File: config.mk
export PLATFORM = sky130hd
export DESIGN_NAME = disp_rdarb
export DESIGN_NICKNAME = d
export VERILOG_FILES = /design/src/rtl/disp_rdarb.sv
export SDC_FILE = /design/constraint.sdc
export NUM_CORES = 1
export LEC_CHECK = 0
export BUFFER_PORTS_ARGS = -buffer_cell sky130_fd_sc_hd__buf_4
export CAP_MARGIN = 30
export CELL_PAD_IN_SITES_DETAIL_PLACEMENT = 1
export CELL_PAD_IN_SITES_GLOBAL_PLACEMENT = 1
export CORE_MARGIN = 2
export CORE_UTILIZATION = 26
export CTS_CLUSTER_DIAMETER = 60
export DETAILED_ROUTE_END_ITERATION = 8
export PLACE_DENSITY = 0.87
export SYNTH_ARGS = -nofsm -noshare
export SYNTH_HDL_FRONTEND = slang
export SYNTH_SLANG_ARGS = --single-unit
File: constraint.sdc
create_clock -name ACLK -period 2.6 [get_ports ACLK]
set_input_delay 0.39 -clock ACLK [delete_from_list [all_inputs] [get_ports ACLK]]
set_output_delay 0.39 -clock ACLK [all_outputs]
set_load 0.05 [all_outputs]
File: src/rtl/disp_rdarb.sv
// Two-requester AXI4 read arbiter for the display read master: one burst in flight,
// urgent-override plus round-robin grant, R-channel routing and sticky burst checks.
module disp_rdarb #(
  parameter int unsigned C_M_AXI_ADDR_WIDTH = 32,
  parameter int unsigned C_M_AXI_DATA_WIDTH = 64
) (
  input  logic                          ACLK,
  input  logic                          ARST,

  input  logic [C_M_AXI_ADDR_WIDTH-1:0] S0_ARADDR,
  input  logic [7:0]                    S0_ARLEN,
  input  logic                          S0_ARVALID,
  output logic                          S0_ARREADY,
  input  logic                          S0_URGENT,
  output logic                          S0_RVALID,
  output logic                          S0_RLAST,
  input  logic                          S0_RREADY,

  input  logic [C_M_AXI_ADDR_WIDTH-1:0] S1_ARADDR,
  input  logic [7:0]                    S1_ARLEN,
  input  logic                          S1_ARVALID,
  output logic                          S1_ARREADY,
  output logic                          S1_RVALID,
  output logic                          S1_RLAST,
  input  logic                          S1_RREADY,

  output logic [C_M_AXI_DATA_WIDTH-1:0] RDATA_OUT,

  output logic [C_M_AXI_ADDR_WIDTH-1:0] M_AXI_ARADDR,
  output logic [7:0]                    M_AXI_ARLEN,
  output logic                          M_AXI_ARVALID,
  input  logic                          M_AXI_ARREADY,
  input  logic [C_M_AXI_DATA_WIDTH-1:0] M_AXI_RDATA,
  input  logic [1:0]                    M_AXI_RRESP,
  input  logic                          M_AXI_RLAST,
  input  logic                          M_AXI_RVALID,
  output logic                          M_AXI_RREADY,

  input  logic                          ERRCLR,
  output logic                          LEN_ERR,
  output logic                          RESP_ERR,
  output logic                          GRANT
);

  typedef enum logic [1:0] {StIdle, StAddr, StData} state_e;

  state_e                        state_q, state_d;
  logic                          grant_q, grant_d;
  logic                          last_q, last_d;     // round-robin pointer, separate from GRANT
  logic [C_M_AXI_ADDR_WIDTH-1:0] araddr_q, araddr_d;
  logic [7:0]                    arlen_q, arlen_d;
  logic [8:0]                    beat_cnt_q, beat_cnt_d;
  logic                          len_err_q, len_err_d;
  logic                          resp_err_q, resp_err_d;

  logic s0_win, s1_win;
  logic sel_rready;
  logic beat_acc;
  logic len_mismatch;

  // Urgency only matters when requester 0 is actually asking.
  always_comb begin
    s0_win = S0_ARVALID & (S0_URGENT | ~S1_ARVALID | last_q);
    s1_win = S1_ARVALID & ~s0_win;
  end

  assign sel_rready   = grant_q ? S1_RREADY : S0_RREADY;
  assign beat_acc     = (state_q == StData) & M_AXI_RVALID & sel_rready;
  assign len_mismatch = (({1'b0, beat_cnt_q}) + 10'd1) != (({2'b00, arlen_q}) + 10'd1);

  always_comb begin
    state_d       = state_q;
    grant_d       = grant_q;
    last_d        = last_q;
    araddr_d      = araddr_q;
    arlen_d       = arlen_q;
    beat_cnt_d    = beat_cnt_q;
    len_err_d     = ERRCLR ? 1'b0 : len_err_q;
    resp_err_d    = ERRCLR ? 1'b0 : resp_err_q;
    S0_ARREADY    = 1'b0;
    S1_ARREADY    = 1'b0;
    S0_RVALID     = 1'b0;
    S0_RLAST      = 1'b0;
    S1_RVALID     = 1'b0;
    S1_RLAST      = 1'b0;
    M_AXI_ARVALID = 1'b0;
    M_AXI_RREADY  = 1'b0;

    case (state_q)
      StIdle: begin
        if (s0_win || s1_win) begin
          S0_ARREADY = s0_win;
          S1_ARREADY = s1_win;
          araddr_d   = s1_win ? S1_ARADDR : S0_ARADDR;
          arlen_d    = s1_win ? S1_ARLEN : S0_ARLEN;
          grant_d    = s1_win;
          last_d     = s1_win;
          beat_cnt_d = 9'd0;
          state_d    = StAddr;
        end
      end
      StAddr: begin
        M_AXI_ARVALID = 1'b1;
        if (M_AXI_ARREADY) begin
          state_d = StData;
        end
      end
      StData: begin
        M_AXI_RREADY = sel_rready;
        if (grant_q) begin
          S1_RVALID = M_AXI_RVALID;
          S1_RLAST  = M_AXI_RLAST;
        end else begin
          S0_RVALID = M_AXI_RVALID;
          S0_RLAST  = M_AXI_RLAST;
        end
        if (beat_acc) begin
          if (beat_cnt_q != 9'h1FF) begin
            beat_cnt_d = beat_cnt_q + 9'd1;
          end
          // Error set takes priority over a same-cycle ERRCLR.
          if (M_AXI_RRESP != 2'b00) begin
            resp_err_d = 1'b1;
          end
          if (M_AXI_RLAST) begin
            if (len_mismatch) begin
              len_err_d = 1'b1;
            end
            state_d = StIdle;
          end
        end
      end
      default: state_d = StIdle;
    endcase
  end

  always_ff @(posedge ACLK) begin
    if (ARST) begin
      state_q    <= StIdle;
      grant_q    <= 1'b0;
      last_q     <= 1'b1;
      araddr_q   <= '0;
      arlen_q    <= 8'd0;
      beat_cnt_q <= 9'd0;
      len_err_q  <= 1'b0;
      resp_err_q <= 1'b0;
    end else begin
      state_q    <= state_d;
      grant_q    <= grant_d;
      last_q     <= last_d;
      araddr_q   <= araddr_d;
      arlen_q    <= arlen_d;
      beat_cnt_q <= beat_cnt_d;
      len_err_q  <= len_err_d;
      resp_err_q <= resp_err_d;
    end
  end

  assign M_AXI_ARADDR = araddr_q;
  assign M_AXI_ARLEN  = arlen_q;
  assign RDATA_OUT    = M_AXI_RDATA;
  assign LEN_ERR      = len_err_q;
  assign RESP_ERR     = resp_err_q;
  assign GRANT        = grant_q;

endmodule

==> flow_summary.toml <==
[outcome]
status = "finished clean"

[setup_path]
arrival_ns = 2.50
startpoint_type = "flip-flop"
critical-path-slowest-cell = "or3_1"
end_kind = "flip-flop"
cp_slowest_stage_delay_ns = 0.40
critPathKind = "reg2reg"
required_ns = 2.82
cp_cell_sequence = "ha_1, nand3_2, nor2_4, and3_1, ha_1, or3_1, or3_1, a21oi_1"
cp_max_fo = 7

[sta]
finalHoldViolations = 0
slew_headroom_pct = 59.61
rsz0062_at_grt = "no"
fmax_ghz = 0.4382
setup_violations = 0
finalMaxSlewViolations = 0
tns_ns = 0
finClkSkew_ns = 0.005696
worst_slew_pin_slew_ns = 0.6059
final.period_utilization_pct = 87.77
period_needed_ns = 2.282

[synthesis]
ys_warn_count = 0
synth_flop_cell = "dfxtp_1"
synthCells = 434
synth.net_count = 594
synth_compound_area_share_pct = 17.39
synth_area_per_cell_sq_um = 7.692
yosys.area_share.simple_pct = 25.34
synthDistinctLibCells = 44
synth_top_family_by_area = "simple AND/OR/NAND/NOR gates"
yosys_register_bits = 55
yosysSeqAreaShare_pct = 32.98
synthAdderAreaFrac_pct = 1.124
synth_edf_count = 0
synth_xor_area_share_pct = 4.423
synth.area.mux_share_pct = 0.5997
synth.area.top_cells = "dfxtp_1 33%, buf_4 14%, a311oi_1 11%, nand3_1 6.9%, nor2_1 6.9%"
synth_top_area_cell = "dfxtp_1"
synth_top_area_share_pct = 32.98
syn_area_sq_um = 3338
synth-async-reset-ratio_pct = 0

[grt]
grt_first_pass_wirelength_um = 18230
grt-ovfl-total = 0
met2_usage_pct = 29.28
busiest_layer = "met2"
grt_max_degree = 56
grt_pass1_vias = 3616
grtUsageMet3_pct = 4.621
antenna_found_initial = 0
grtUsageTotal_pct = 16.23
met1_usage_pct = 17.05

[clock_tree]
cts_buffer_depth = 2
root_buffer = "clkbuf_16"
cts_made_buffers = 5
cts_tree = "done"
hold_buffers = 0
clk_latency_ns = 0.30
post_cts_buffers = 0
cts_max_level = 2
cts_resized = 0
clk_pin_slew_ns = 0.07
cts.sinks = 55

[die]
start_util_pct = 26.56
coreArea_sq_um = 12570
row_count = 41
die_w_um = 117.3
io_pins = 272
dieHeight_um = 117.3
fp.dieArea_sq_um = 13760

[detailed_routing]
drt_iter0_drc = 116
drtAntennaViolNets = 0
drc = 0
vias = 3368
routed_wirelength_um = 11350
drtPass1Iterations = 4
wire_per_inst_um = 16.91
routed_via_density = 5.019

[layout]
layout.nets = 658
final_cell_mix = "149 x buf_4, 61 x nor2_1, 55 x dfxtp_1, 49 x nand2_1, 46 x nand3_1"
diodes = 0
nFillCells = 1549
ff_latch_area_sq_um = 1101
final_common_cell = "buf_4"
multi_input_area_sq_um = 1644
area_growth_pct = 27.70
stdcell_area_sq_um = 4263
layout-drive-gt1-share_pct = 33.27

[min_path]
hp-class = "in2reg"

[job]
cap_viol_max_count = 0

[pwr]
power_switching_w = 0.001003
power_density_nw_per_um2 = 636.1
combPwrFrac_pct = 34.1
p_seq_share_pct = 37.1
p_clk_share_pct = 28.8
p_sw_share_pct = 36.99
peakVddDrop_uv = 302.8
finalPower_w = 0.002712
power.static_leakage_nw = 1.869
power.internal_w = 0.001709

[place]
globalplace.congestion = 0.8370
portBuffers = 143
placed_area_sq_um = 4094
place_hpwl_um = 8411
-- worst paths after layout --
path	startpoint	end	slack (ns)	cells past startpoint
setup / recovery	beat_cnt_q[0]$_SDFFE_PP0P_	beat_cnt_q[3]$_SDFFE_PP0P_	0.32	8
hold / removal	M_AXI_ARREADY	state_q[1]$_SDFFE_PP0P_	0.35	3
setup reg to reg	beat_cnt_q[0]$_SDFFE_PP0P_	beat_cnt_q[3]$_SDFFE_PP0P_	0.32	8
hold reg to reg	RESP_ERR$_SDFF_PP0_	RESP_ERR$_SDFF_PP0_	0.47	2
-- logic make-up after synthesis --
kind of cell	Yosys count
xor+xnor	16
simple gates	184
compound gates	78
mux	2
flops	55
buf+inv	96
fa+ha+maj	3
-- flip-flops by register name, summed over array words and instances (netlist names) --
name and count:
GRANT 1, LEN_ERR 1, state_q 2, last_q 1
M_AXI_ARLEN 8, RESP_ERR 1, beat_cnt_q 9, M_AXI_ARADDR 32
-- synth_stat cells (5+ instances only) --
cell,instances
nand3_1,46
nand2_1,49
nand3b_1,5
o21ai_0,6
a21oi_1,17
nor2_1,61
a311oi_1,41
buf_4,64
clkbuf_1,21
dfxtp_1,55
xnor2_1,11
-- worst max-delay path, delay by kind of cell (launching register included) --
kind                       cells  cell delay [ns]
DFF                            1             0.38
adders and majority gates      2             0.51
AOI/OAI and AO/OA              1             0.16
and+or+nand+nor                5             1.16
-- metal layers --
metal / vias up / share of wire (%)
met5: - / 0
met4: 0 / 4.6
met3: 54 / 7.3
met2: 137 / 50
met1: 1592 / 39
li1: 1585 / -
-- power groups by stage --
stage / Clock (W) / Combinational, W / Sequential (W)
2_1_floorplan: 0 / 0.000581 / 0.00129
3_3_place_gp: 0 / 0.000909 / 0.00102
3_5_place_dp: 0 / 0.000929 / 0.00103
4_1_cts: 0.000811 / 0.000930 / 0.00101
5_1_grt: 0.000842 / 0.000988 / 0.00102
6_report: 0.000782 / 0.000923 / 0.00101
-- per-stage QoR --
stage | cells | utilization (%) | worst slack [ns] | hold slack (ns)
finish | 671 | 33.92 | 0.3180 | 0.3489
global route | 671 | 33.92 | 0.1221 | 0.3612
CTS | 671 | 33.92 | 0.3182 | 0.3403
detailed placement | 663 | 32.57 | 0.3528 | 0.4643
global placement | 663 | 32.57 | 0.4230 | 0.4606
floorplan | 434 | - | 0.3450 | 0.4494
-- area by class of cell --
type / instances / area share, %
inverter: 4 / 0.3522
clock buffer: 5 / 2.935
sequential: 55 / 25.83
clock inverter: 3 / 1.027
tap: 172 / 5.048
timing repair buffer: 149 / 26.24
multi-input combinational: 283 / 38.57
No activity file was read; power rests on OpenSTA's default activity.
